--- src/rtl/gpu_pkg.sv ---
// Shared types for the triangle front end: vertex/triangle payloads and the
// dispatcher state encoding.
package gpu_pkg;
  localparam int SCREEN_W = 320;
  localparam int SCREEN_H = 240;
  localparam int COLOR_W  = 4;

  // Element [0] is x, [1] is y, [2] is z.
  typedef logic [2:0][31:0] vertex_t;

  typedef struct packed {
    vertex_t              p1;
    vertex_t              p2;
    vertex_t              p3;
    logic [COLOR_W-1:0]   color;
    logic                 last;
  } triangle_t;

  typedef enum logic [1:0] {IDLE, LAUNCH, BUSY} disp_state_t;

  // Bitwise x/y match of any vertex pair means zero area on screen.
  function automatic logic is_degenerate(input triangle_t t);
    return ((t.p1[0] == t.p2[0]) && (t.p1[1] == t.p2[1])) ||
           ((t.p2[0] == t.p3[0]) && (t.p2[1] == t.p3[1])) ||
           ((t.p1[0] == t.p3[0]) && (t.p1[1] == t.p3[1]));
  endfunction
endpackage

--- src/rtl/tri_fifo.sv ---
// Triangle FIFO with wrapping pointers and occupancy count; head is always
// visible on rdata, pop only advances the read pointer.
module tri_fifo
  import gpu_pkg::*;
#(
  parameter int DEPTH = 4,
  parameter int CNT_W = $clog2(DEPTH) + 1
) (
  input  logic             clk,
  input  logic             areset,
  input  logic             push,
  input  logic             pop,
  input  triangle_t        wdata,
  output triangle_t        rdata,
  output logic [CNT_W-1:0] count
);
  localparam int AW = $clog2(DEPTH);

  triangle_t     mem [DEPTH];
  logic [AW-1:0] wptr;
  logic [AW-1:0] rptr;

  always_ff @(posedge clk or posedge areset) begin
    if (areset) begin
      wptr  <= '0;
      rptr  <= '0;
      count <= '0;
    end else begin
      if (push) wptr <= wptr + AW'(1);
      if (pop)  rptr <= rptr + AW'(1);
      case ({push, pop})
        2'b10:   count <= count + CNT_W'(1);
        2'b01:   count <= count - CNT_W'(1);
        default: ;
      endcase
    end
  end

  always_ff @(posedge clk) begin
    if (push) mem[wptr] <= wdata;
  end

  assign rdata = mem[rptr];
endmodule

--- src/rtl/triangle_dispatcher.sv ---
// Queues triangles and launches them one at a time into the rasterizer.
// Optional DEGENERATE_CULL_EN drops zero-area triangles at pop time.
module triangle_dispatcher
  import gpu_pkg::*;
#(
  parameter int DEPTH = 4,
  parameter int CNT_W = $clog2(DEPTH) + 1
) (
  input  logic               clk,
  input  logic               areset,
  input  logic               in_valid,
  output logic               in_ready,
  input  logic [31:0]        in_p1 [3],
  input  logic [31:0]        in_p2 [3],
  input  logic [31:0]        in_p3 [3],
  input  logic [COLOR_W-1:0] in_color,
  input  logic               in_last,
  output logic               start,
  output logic [31:0]        p1 [3],
  output logic [31:0]        p2 [3],
  output logic [31:0]        p3 [3],
  output logic [COLOR_W-1:0] color,
  input  logic               ru_done,
  output logic               busy,
  output logic               frame_done,
  output logic [CNT_W-1:0]   occupancy
);
  triangle_t          wr_tri;
  triangle_t          head;
  logic               push;
  logic               pop;
  logic               cull;
  disp_state_t        state;
  disp_state_t        state_nxt;
  vertex_t            v1, v2, v3;
  logic [COLOR_W-1:0] color_q;
  logic               last_q;

  assign wr_tri = {in_p1[2], in_p1[1], in_p1[0],
                   in_p2[2], in_p2[1], in_p2[0],
                   in_p3[2], in_p3[1], in_p3[0],
                   in_color, in_last};

  assign in_ready = (occupancy != CNT_W'(DEPTH));
  assign push     = in_valid && in_ready;
  assign pop      = (state == IDLE) && (occupancy != '0);

`ifdef DEGENERATE_CULL_EN
  assign cull = is_degenerate(head);
`else
  assign cull = 1'b0;
`endif

  tri_fifo #(.DEPTH(DEPTH), .CNT_W(CNT_W)) u_fifo (
    .clk    (clk),
    .areset (areset),
    .push   (push),
    .pop    (pop),
    .wdata  (wr_tri),
    .rdata  (head),
    .count  (occupancy)
  );

  always_ff @(posedge clk or posedge areset) begin
    if (areset) state <= IDLE;
    else        state <= state_nxt;
  end

  // ru_done is deliberately not looked at in LAUNCH: a level left over from
  // the previous triangle must not retire the new one.
  always_comb begin
    state_nxt = state;
    case (state)
      IDLE:    if (pop && !cull) state_nxt = LAUNCH;
      LAUNCH:  state_nxt = BUSY;
      BUSY:    if (ru_done) state_nxt = IDLE;
      default: state_nxt = IDLE;
    endcase
  end

  always_comb begin
    start = (state == LAUNCH);
    busy  = (state != IDLE) || (occupancy != '0);
  end

  always_ff @(posedge clk or posedge areset) begin
    if (areset) begin
      v1         <= '0;
      v2         <= '0;
      v3         <= '0;
      color_q    <= '0;
      last_q     <= 1'b0;
      frame_done <= 1'b0;
    end else begin
      frame_done <= 1'b0;
      if (pop) begin
        if (cull) begin
          frame_done <= head.last;
        end else begin
          v1      <= head.p1;
          v2      <= head.p2;
          v3      <= head.p3;
          color_q <= head.color;
          last_q  <= head.last;
        end
      end
      if ((state == BUSY) && ru_done) frame_done <= last_q;
    end
  end

  for (genvar i = 0; i < 3; i++) begin : g_out
    assign p1[i] = v1[i];
    assign p2[i] = v2[i];
    assign p3[i] = v3[i];
  end
  assign color = color_q;
endmodule

--- config.mk ---
export PLATFORM = sky130hd
export DESIGN_NAME = triangle_dispatcher
export DESIGN_NICKNAME = d
export VERILOG_FILES = /design/src/rtl/gpu_pkg.sv /design/src/rtl/tri_fifo.sv /design/src/rtl/triangle_dispatcher.sv
export SDC_FILE = /design/constraint.sdc
export NUM_CORES = 1
export LEC_CHECK = 0
export CORE_MARGIN = 2
export CORE_UTILIZATION = 35
export CTS_CLUSTER_SIZE = 10
export DETAILED_ROUTE_END_ITERATION = 6
export GPL_TIMING_DRIVEN = 0
export PLACE_DENSITY = 0.6
export SLEW_MARGIN = 20
export SYNTH_ARGS = -nofsm -noshare
export SYNTH_HDL_FRONTEND = slang
export SYNTH_SLANG_ARGS = --single-unit
export TNS_END_PERCENT = 50
--- constraint.sdc ---
create_clock -name clk -period 20 [get_ports clk]
set_input_delay 4 -clock clk [delete_from_list [all_inputs] [get_ports clk]]
set_output_delay 4 -clock clk [all_outputs]
set_load 0.1 [all_outputs]
==> results.ini <==
[die]
core_um2 = 152100
die_area_um2 = 156300
std_cell_rows = 143
die_x_um = 395.4
die_y_um = 395.4
start_util_pct = 35.25
io_pins = 596

[final_layout]
finalNetCount = 3302
drive_gt1_share_pct = 29.07
final_cell_mix = edfxtp_1, clkdlybuf4s50_1, dfrtp_1, mux2_2, mux4_2
area_growth_pct = 27.20
final_common_cell = edfxtp_1
fin_util_pct = 44.83
fillers = 13010
fin_cells = 5172

[place]
dp_cells = 4856
hpwl_um = 83380
io_buffers = 595
gp_congestion = 0.7095

[synth]
yosysUniqueCellTypes = 26
ys.warnings.count = 0
avgSynthCellArea_um2 = 24.43
synth_area_um2 = 53600
synth.net_count = 2497
yosysTopAreaCell = edfxtp_1
syn_inst = 2194
ys_seq_elements = 1475
yosys-top-cells-area = edfxtp_1, dfrtp_1, mux4_2
yosysSeqAreaShare_pct = 79.80
synth_top_area_share_pct = 65.66

[global_routing]
overflow = 0
grt_pass1_vias = 26650
antenna_found_initial = 41
grt_pass1_wl_um = 185100
track_usage_pct = 16.21
grt_max_degree = 79

[worst_hold_path]
hp-class = reg2reg

[clock_network]
post_cts_buffers = 0
numCtsBuffers = 171
clk_pin_slew_ps = 60
cts-root-buf = clkbuf_16
clk_latency_ps = 770
clock_sinks = 1475
holdBufCountCts = 0
cts_tree = yes
h-tree-depth = 4
cts_buffer_depth = 3
ctsResizeCount = 0

[sta]
period_minus_slack_ps = 6933
hold_slack_ps = 501.3
fmax_ghz = 0.1442
rsz0062_at_grt = false
finalCritPeriodShare_pct = 34.67
hold_viol_final = 0
slew_headroom_pct = 21.07
worstMarginPinSlew_ps = 1180
drv_slew = 0
finalSetupViolCount = 0
fin_skew_ps = 28.64

[setup_path]
path_max_fanout = 5
crit_path_end_kind = output port
worstSetupPathType = reg2out
worstPathArrival_ps = 2930
required_ps = 16000
startpoint_type = register

[routing]
vias = 24980
wl_per_cell_um = 24.43
first_pass_iters = 5
drt_iter0_drc = 1387
via_per_inst = 4.830
wirelength_um = 126300
antenna_left = 0
drc = 0

[status]
status = finished, final reports clean

[run]
cap_violations = 0

-- metal layers --
| layer | vias to the layer above | track usage (%) | wire (µm) | share of wire (%) |
|---|---|---|---|---|
| li1 | 10750 | - | - | - |
| met1 | 13240 | 20.80 | 51930 | 41 |
| met2 | 722 | 25.38 | 60220 | 48 |
| met3 | 213 | 6.546 | 11410 | 9.0 |
| met4 | 56 | 4.644 | 2379 | 1.9 |
| met5 | - | 0 | 382 | 0.30 |
-- synthesized netlist by cell type --
library cell / instances
xor2_1: 2
and3_1: 4
inv_1: 4
mux4_2: 293
and4b_1: 1
edfxtp_1: 1172
buf_6: 29
buf_2: 41
or3b_1: 1
xnor2_1: 4
nor3_4: 1
nand3b_1: 1
fa_1: 1
nand2_1: 1
nor2b_1: 1
clkbuf_1: 10
nor3_1: 1
and2_1: 1
mux2_2: 295
dfrtp_1: 303
or2_2: 1
nor2_1: 2
nor3b_1: 1
ha_1: 5
buf_1: 18
nor3_2: 1
-- worst max-delay path: stages (launching register included) --
cell	delay (ps)
dfrtp_1	450
nor3_2	550
nand2_1	100
clkdlybuf4s50_1	1050
-- cell families (layout without fill, tap and decap cells) --
family                   after synthesis  after routing  synth area share [%]
other                                  0              8                     0
buffers and inverters                102           1042                 1.216
flip-flops                          1475           1475                 79.80
AND/OR/NAND/NOR                       17             17                0.2241
XOR/XNOR                               6              6               0.09803
adder cells (fa/ha/maj)                6              6                0.1541
multiplexers                         588            588                 18.51
-- registers in the layout (all words and copies together) (netlist names) --
signal and cells:
u_fifo.mem 1172, last_q 1, u_fifo.rptr 2, u_fifo.count 3, p1 96, u_fifo.wptr 2
color 4, frame_done 1, p3 96, state 2, p2 96
-- final cells by class --
| cell class | instances | area [µm²] | area share (%) |
|---|---|---|---|
| tap | 2030 | 2540 | 3.725 |
| antenna | 8 | 20.02 | 0.02936 |
| clock buffer | 288 | 4842 | 7.102 |
| timing repair buffer | 632 | 6849 | 10.04 |
| sequential | 1475 | 42780 | 62.74 |
| multi-input combinational | 617 | 10200 | 14.95 |
| buffer | 98 | 638.1 | 0.9359 |
| clock inverter | 20 | 300.3 | 0.4404 |
| inverter | 4 | 22.52 | 0.03303 |
-- final timing paths --
| path | startpoint | to | slack (ps) | cells past startpoint |
|---|---|---|---|---|
| max in group asynchronous | areset | p3[77] | 15260 | 4 |
| worst min register to register | p3[81] | p3[81] | 500 | 1 |
| worst max register to register | u_fifo.count[0] | u_fifo.count[1] | 16730 | 7 |
| worst min-delay path | p3[81] | p3[81] | 500 | 1 |
| worst max-delay path | u_fifo.count[0] | busy | 13070 | 3 |
| min in group asynchronous | areset | p3[11] | 3660 | 2 |
-- stage by stage --
stage,TNS (ps),setup WS [ps],area (µm²)
final,0,13070,68180
after floorplan,0,7626,53600
after CTS,0,12910,68170
after global placement,-14540,-123.4,62100
after detailed placement,0,13270,63030
after global routing,0,12890,68180
Power is left out: the tool's default activity adds up to more than one toggle a clock period on the data nets, which glitch-free logic cannot reach.
